### src/rtl/gtp_rx_comma_aligner.sv
// gtp_rx_comma_aligner
// Consumes the 2-byte 8b/10b-decoded RX word stream of a GTPE2 channel,
// finds the lane carrying the K28.5 comma, re-packs bytes so the comma sits
// in byte 0, and runs a lock/unlock machine that qualifies the output stream.
//
// Ports:
//   clk            RX user clock, rising edge
//   rst            synchronous active-high reset
//   in_valid       input word qualifier (nothing advances while low)
//   in_data        decoded bytes, byte0 = [7:0] first in time
//   in_charisk     per-byte K flag
//   in_disperr     per-byte disparity error
//   in_notintable  per-byte invalid code
//   out_data       lane-aligned data (registered)
//   out_charisk    lane-aligned K flags (registered)
//   out_valid      aligned word valid, only while locked
//   locked         high in LOCKED state
//   lane           current alignment offset (1 = comma arrives in byte1)
//   err_total      saturating count of code-error words since reset
module gtp_rx_comma_aligner #(
  parameter logic [7:0]  COMMA      = 8'hBC,
  parameter int unsigned LOCK_COUNT = 4,
  parameter int unsigned ERR_LIMIT  = 8
) (
  input  logic        clk,
  input  logic        rst,
  input  logic        in_valid,
  input  logic [15:0] in_data,
  input  logic [1:0]  in_charisk,
  input  logic [1:0]  in_disperr,
  input  logic [1:0]  in_notintable,
  output logic [15:0] out_data,
  output logic [1:0]  out_charisk,
  output logic        out_valid,
  output logic        locked,
  output logic        lane,
  output logic [15:0] err_total
);

  typedef enum logic [1:0] {
    HUNT   = 2'd0,
    LOCKED = 2'd1
  } state_t;

  localparam logic [3:0] LOCK_CNT4 = 4'(LOCK_COUNT);
  localparam logic [3:0] ERR_LIM4  = 4'(ERR_LIMIT);

  function automatic logic is_comma(input logic k, input logic [7:0] b);
    return k && (b == COMMA);
  endfunction

  state_t      state_r, state_s;
  logic [3:0]  lock_cnt_r, lock_cnt_s;
  logic [3:0]  err_cnt_r, err_cnt_s;
  logic        lane_r, lane_s;

  logic [15:0] prev_data_r;
  logic [1:0]  prev_k_r;
  logic [15:0] out_data_r, aligned_data_s;
  logic [1:0]  out_k_r, aligned_k_s;
  logic        out_valid_r, valid_s;
  logic        locked_r;
  logic [15:0] err_total_r, err_total_s;

  logic        word_err_s, c0_s, c1_s, comma_s, comma_lane_s;

  // Per-word classification; byte0 comma wins when both bytes carry one.
  always_comb begin
    word_err_s   = |(in_disperr | in_notintable);
    c0_s         = is_comma(in_charisk[0], in_data[7:0]);
    c1_s         = is_comma(in_charisk[1], in_data[15:8]);
    comma_s      = c0_s | c1_s;
    comma_lane_s = ~c0_s;
  end

  // State register with lock/error counters and lane.
  always_ff @(posedge clk) begin
    if (rst) begin
      state_r    <= HUNT;
      lock_cnt_r <= 4'd0;
      err_cnt_r  <= 4'd0;
      lane_r     <= 1'b0;
    end else begin
      state_r    <= state_s;
      lock_cnt_r <= lock_cnt_s;
      err_cnt_r  <= err_cnt_s;
      lane_r     <= lane_s;
    end
  end

  // Next-state logic for the lock machine; only accepted words act.
  always_comb begin
    state_s    = state_r;
    lock_cnt_s = lock_cnt_r;
    err_cnt_s  = err_cnt_r;
    lane_s     = lane_r;
    if (in_valid) begin
      case (state_r)
        HUNT: begin
          if (word_err_s) begin
            lock_cnt_s = 4'd0;
          end else if (comma_s) begin
            lane_s = comma_lane_s;
            if ((comma_lane_s == lane_r) || (lock_cnt_r == 4'd0)) begin
              lock_cnt_s = lock_cnt_r + 4'd1;
            end else begin
              lock_cnt_s = 4'd1;
            end
          end else begin
            lock_cnt_s = lock_cnt_r;
          end
          if (lock_cnt_s == LOCK_CNT4) begin
            state_s   = LOCKED;
            err_cnt_s = 4'd0;
          end else begin
            state_s = HUNT;
          end
        end
        LOCKED: begin
          // A comma at the other lane is treated as an error and never moves the lane.
          if (word_err_s || (comma_s && (comma_lane_s != lane_r))) begin
            err_cnt_s = err_cnt_r + 4'd1;
          end else if (comma_s && (err_cnt_r != 4'd0)) begin
            err_cnt_s = err_cnt_r - 4'd1;
          end else begin
            err_cnt_s = err_cnt_r;
          end
          if (err_cnt_s == ERR_LIM4) begin
            state_s    = HUNT;
            lock_cnt_s = 4'd0;
          end else begin
            state_s = LOCKED;
          end
        end
        default: begin
          state_s    = HUNT;
          lock_cnt_s = 4'd0;
          err_cnt_s  = 4'd0;
          lane_s     = 1'b0;
        end
      endcase
    end else begin
      state_s = state_r;
    end
  end

  // Output-next logic: byte re-packing, valid qualification, error tally.
  always_comb begin
    if (lane_r) begin
      // Comma sat in byte1 of prev: splice prev's high byte with cur's low byte.
      aligned_data_s = {in_data[7:0], prev_data_r[15:8]};
      aligned_k_s    = {in_charisk[0], prev_k_r[1]};
    end else begin
      aligned_data_s = prev_data_r;
      aligned_k_s    = prev_k_r;
    end
    valid_s = in_valid && (state_s == LOCKED);
    if (in_valid && word_err_s && (err_total_r != 16'hFFFF)) begin
      err_total_s = err_total_r + 16'd1;
    end else begin
      err_total_s = err_total_r;
    end
  end

  // Pipeline and output registers; data path holds while in_valid is low.
  always_ff @(posedge clk) begin
    if (rst) begin
      prev_data_r <= 16'd0;
      prev_k_r    <= 2'd0;
      out_data_r  <= 16'd0;
      out_k_r     <= 2'd0;
      out_valid_r <= 1'b0;
      locked_r    <= 1'b0;
      err_total_r <= 16'd0;
    end else begin
      out_valid_r <= valid_s;
      locked_r    <= (state_s == LOCKED);
      err_total_r <= err_total_s;
      if (in_valid) begin
        prev_data_r <= in_data;
        prev_k_r    <= in_charisk;
        out_data_r  <= aligned_data_s;
        out_k_r     <= aligned_k_s;
      end else begin
        prev_data_r <= prev_data_r;
        prev_k_r    <= prev_k_r;
        out_data_r  <= out_data_r;
        out_k_r     <= out_k_r;
      end
    end
  end

  assign out_data    = out_data_r;
  assign out_charisk = out_k_r;
  assign out_valid   = out_valid_r;
  assign locked      = locked_r;
  assign lane        = lane_r;
  assign err_total   = err_total_r;

endmodule

### config.mk
export PLATFORM = sky130hd
export DESIGN_NAME = gtp_rx_comma_aligner
export DESIGN_NICKNAME = d
export VERILOG_FILES = /design/src/rtl/gtp_rx_comma_aligner.sv
export SDC_FILE = /design/constraint.sdc
export NUM_CORES = 1
export LEC_CHECK = 0
export ABC_AREA = 1
export BUFFER_PORTS_ARGS = -buffer_cell sky130_fd_sc_hd__buf_2
export CORE_MARGIN = 2
export CORE_UTILIZATION = 55
export DETAILED_ROUTE_END_ITERATION = 12
export PLACE_DENSITY_LB_ADDON = 0.3
export SKIP_CTS_REPAIR_TIMING = 1
export SLEW_MARGIN = 10
export SYNTH_ARGS = -nofsm -noshare
export SYNTH_HDL_FRONTEND = slang
export SYNTH_SLANG_ARGS = --single-unit
### constraint.sdc
create_clock -name clk -period 2 [get_ports clk]
set_input_delay 0.1 -clock clk [delete_from_list [all_inputs] [get_ports clk]]
set_output_delay 0.1 -clock clk [all_outputs]
set_load 0.03 [all_outputs]
Yosys cells after proc, flatten, opt, wreduce, memory -nomap -nowiden
Index checks and enable logic that the tools add are counted.
{ "totals": {"register_bits": 65, "latchBits": 0, "ram_bits": 0, "romBits": 0, "output_inout_bits": 37, "elab_cells": 70, "mem_count": 0} }
{ "classes": {"add_sub_neg": 4, "n_mul": 0, "div": 0, "order_cmp": 0, "eq_ne": 13, "shift": 0, "mux": 22, "bitwise_logic": 4, "reduce_logical": 16} }
{ "ops": {"columns": ["op", "n"], "rows": [
  ["$mux 4", 11],
  ["$add 16x1->16 const B", 1],
  ["$eq 8x8->1 const B", 2],
  ["$mux 16", 1],
  ["$ne 16x16->1 const B", 1],
  ["$pmux 4 s2", 2],
  ["$add 4x1->4 const B", 2],
  ["$ne 2x2->1 const B", 4],
  ["$logic_and 1x1->1", 7],
  ["$eq 2x1->1 const B", 2],
  ["$eq 4x3->1 const B", 1],
  ["$eq 4x4->1 const B", 1],
  ["$logic_not 4->1", 1],
  ["$mux 1", 4],
  ["$mux 2", 2],
  ["$pmux 2 s2", 1],
  ["$reduce_and 2->1", 2],
  ["$reduce_and 4->1", 1],
  ["$reduce_bool 4->1", 1],
  ["$sub 4x1->4 const B", 1],
  ["$logic_not 2->1", 1],
  ["$logic_or 1x1->1", 2],
  ["$not 1->1", 2],
  ["$or 2x2->2", 1],
  ["5 further kinds", 5]
]} }

Depth between registers and ports, before layout
{ "depth": {"ltp_word": 16, "depth_mapped": 18, "ltp_nobuf": 17} }

Least setup slack after synthesis
No wires, ideal clock.
{ "synth_path": {"path_type": "register to register", "startpoint": "reg err_total_r[1], in the netlist err_total[1]", "endpoint": "reg err_total_r[13], in the netlist err_total[13]", "arrival_ns": 1.883, "setup_slack_ns": 0.002, "path_stages_with_launch": 13, "n_path_buf": 0, "synth_period_minus_slack_ns": 1.998, "path_cell_list": "dfxtp_1 ha_1 nand3_1 nor2_1 nand3_1 nand2_2 nor2_1 nand2_1 nor2_1 nand2_1 nor2_1 a31o_2 and2_1"} }
{ "synth_via": {"elab_chain_len": 2, "elab_cells_between_ends": 3} }
{ "synth_rtl": {"columns": ["item", "line_no", "source"], "rows": [
  ["start: declaration", "63", "logic [15:0] err_total_r, err_total_s;"],
  ["start signal: assignment", "178", "err_total_r <= err_total_s;"],
  ["branches (longest 2 deep; another with $add 16x1->16)", null, null]
]} }
Parallel ways; which one is timed is not known.
A chain may end at the register's enable or synchronous reset.

Worst setup path after layout
{ "layout_path": {"startpoint": "reg err_total_r[0], in the netlist err_total[0]", "endpoint": "reg err_total_r[13], in the netlist err_total[13]"} }
The elaborated chain is that of the path after synthesis.

==> results.py <==
metrics = {
    "floorplanning": {
        "fp.dieW_um": 80.3,
        "initial_utilization_pct": 57.4,
        "coreArea_um2": 5570,
        "die_area_um2": 6440,
        "row_count": 27,
        "fp.dieH_um": 80.3,
        "pin_count": 62,
    },
    "cts": {
        "cts_buffer_depth": 2,
        "clk_pin_slew_ns": 0.08,
        "htreeDepth": 3,
        "numClockSinks": 65,
        "cts-buffers-inserted": 9,
        "clkLatencyLatePin_ns": 0.35,
        "cts_tree": "done",
        "cts-root-buf": "clkbuf_8",
    },
    "yosys": {
        "ys_seq_area_share_pct": 40.7,
        "synthCells": 472,
        "ys_types": 33,
        "synthesis.nets": 502,
        "synth.avg_cell_area_um2": 6.78,
        "yosysWarnings": 0,
        "syn_area_um2": 3200,
        "ys_ff_latch": 65,
    },
    "timing": {
        "post-route-min-period_ns": 1.86,
        "relSlewSlack_pct": 71.4,
        "period_share_pct": 92.9,
        "setup_tns_ns": 0,
        "hold_ws_ns": -0.0121,
        "slew_violations": 0,
        "setup_violations": 0,
        "fin_skew_ns": 0.00965,
        "worst_pin_slew_ns": 0.426,
        "fmax_mhz": 538,
        "hold_viol": 3,
    },
    "final_layout": {
        "nets": 571,
        "syn_to_final_growth_pct": 21.2,
        "num_antenna_cells": 0,
        "fin_util_pct": 69.6,
        "layout-drive-gt1-share_pct": 22.0,
    },
    "critical_path": {
        "rrSetupSlack_ns": 0.14,
        "reg2reg_to": "err_total[13]",
        "worstSetupStartpointType": "register",
        "critical_path_class": "reg2reg",
        "worst-r2r-cell-count": 12,
        "critical_path_required_ns": 2.25,
        "cp-end-kind": "register",
        "cp.arrival_ns": 2.10,
        "crit_fanout": 4,
        "r2r_start": "err_total[0]",
    },
    "global_route": {
        "antenna_found_initial": 0,
        "grt_max_degree": 44,
        "grt_pass1_wl_mm": 13.4,
        "globalRouteOverflowTotal": 0,
        "grt_usage_pct": 26.6,
        "grt_pass1_vias": 3041,
    },
    "power_and_ir_drop": {
        "p_leak_nw": 1.78,
        "ir_drop_uv": 374,
        "powerDensity_nw_per_um2": 725,
    },
    "drt": {
        "wire_per_inst_um": 13.2,
        "wirelength_mm": 8.19,
        "route.detailed.drc": 0,
        "first_iter_violations": 163,
        "via_count": 3347,
        "first_pass_iters": 4,
        "via_per_inst": 5.42,
        "drtAntennaViolNets": 0,
    },
    "placement": {
        "port_buffers": 61,
        "dp_hpwl_mm": 5.68,
        "gp_congestion": 0.869,
    },
    "status": {
        "status": "finished, violations left",
        "violations": "negative hold slack",
    },
    "worst_hold_path": {
        "hp-start": "in_data[10]",
        "whs_path_depth": 3,
        "min_path_type": "in2reg",
        "whs_endpoint": "prev_data_r[10]",
    },
    "flow_run": {
        "max-cap-violations": 0,
    },
}
[flip-flops by register name, summed over array words and instances, names as in the netlist]
name,cells
lane,1
out_data,16
err_total,16
out_charisk,2
locked,1
err_cnt_r,4
lock_cnt_r,4
out_valid,1
prev_k_r,2
state_r,2
prev_data_r,16
[per-stage QoR]
step                      total power, mW  worst slack (ns)  std cells  cell area (µm²)
after floorplan                      1.59           0.00244        472             3200
after global placement               1.68             0.182        598             3600
after detailed placement             1.69             0.107        598             3600
after CTS                            2.81            0.0612        614             3800
after global routing                 2.93           -0.0634        618             3880
final                                2.81             0.141        618             3880
[cell usage in the layout, fill, tap and decap left out, types with 3 or more instances in the layout]
cell type,Yosys,layout
inv_1,41,39
buf_2,1,61
buf_4,0,14
ha_1,5,5
o21ai_0,32,32
nor2_1,31,27
clkbuf_8,0,9
a21oi_1,60,59
xor2_1,5,5
a31oi_1,3,3
nand4_1,4,4
nand2_2,5,8
nand3_1,37,36
nand2_1,137,134
dfxtp_1,65,63
a21oi_2,2,3
nor2_2,3,6
nor3_1,6,6
nor4_1,3,3
[cell type report]
type | instances | area, µm²
Clock inverter | 7 | 77.6
Sequential cell | 65 | 1310
Tap cell | 72 | 90.1
Inverter | 42 | 161
Clock buffer | 9 | 124
Fill cell | 481 | 1700
Multi-Input combinational cell | 347 | 1700
Timing Repair Buffer | 76 | 420
[routing by layer]
layer | wire [µm] | vias up | global-route usage, %
li1 | - | 1681 | -
met1 | 3680 | 1497 | 35.1
met2 | 3770 | 150 | 41.4
met3 | 594 | 19 | 6.63
met4 | 145 | 0 | 11.2
met5 | 0 | - | 0
[report_power, final]
group	internal (mW)	switching (mW)
sequential	1.34	0.0308
combinational	0.0988	0.201
clock	0.585	0.554
total	2.03	0.786
[worst max-delay path, cell delays in order, from the launching register on]
cell     delay (ns)
dfxtp_1        0.34
ha_1           0.23
nand3_1        0.15
nor2_1         0.06
nand3_1        0.08
nand2_2        0.08
nor2_4         0.12
nand2_2        0.08
nor2_2         0.15
nand3_1        0.12
nor2_1         0.12
a31oi_1        0.08
and2_1         0.15
[cells by family (layout without fill, tap and decap cells)]
family	count (synthesis)	after routing	share of synthesized area (%)
xor+xnor	6	6	1.64
flops	65	65	40.7
simple gates	235	235	32.0
compound gates	101	101	16.4
fa+ha+maj	5	5	1.96
buf+inv	60	134	7.31
[cell usage after synthesis]
master    instances  area share (%)
a211oi_1          1            0.23
a21oi_1          60             9.4
a21oi_2           2            0.55
a31o_2            1            0.27
a31oi_1           3            0.59
and2_1            1            0.20
buf_1             3            0.35
buf_2             1            0.16
buf_6             1            0.35
clkbuf_1         13             1.5
clkinv_1          1            0.12
dfxtp_1          65              41
ha_1              5             2.0
inv_1            41             4.8
nand2_1         137              16
nand2_2           5            0.98
nand2_4           2            0.70
nand3_1          37             5.8
nand3_2           1            0.31
nand3b_1          1            0.23
nand4_1           4            0.78
nor2_1           31             3.6
nor2_2            3            0.59
nor3_1            6            0.94
nor3_4            1            0.51
nor3b_1           2            0.47
nor4_1            3            0.59
o21a_1            1            0.23
o21ai_0          32             5.0
o21ai_1           1            0.16
or2_2             1            0.20
xnor2_1           1            0.27
xor2_1            5             1.4
[worst max-delay path by stage]
stage	from	end	slack [ns]
2_1_floorplan	err_total[1]	err_total[13]	0.002
3_3_place_gp	err_cnt_r[0]	locked	0.18
3_5_place_dp	err_cnt_r[0]	locked	0.11
4_1_cts	err_total[1]	err_total[13]	0.06
5_1_grt	err_total[1]	err_total[14]	-0.06
6_report	err_total[0]	err_total[13]	0.14
No activity file was read; power rests on OpenSTA's default activity.
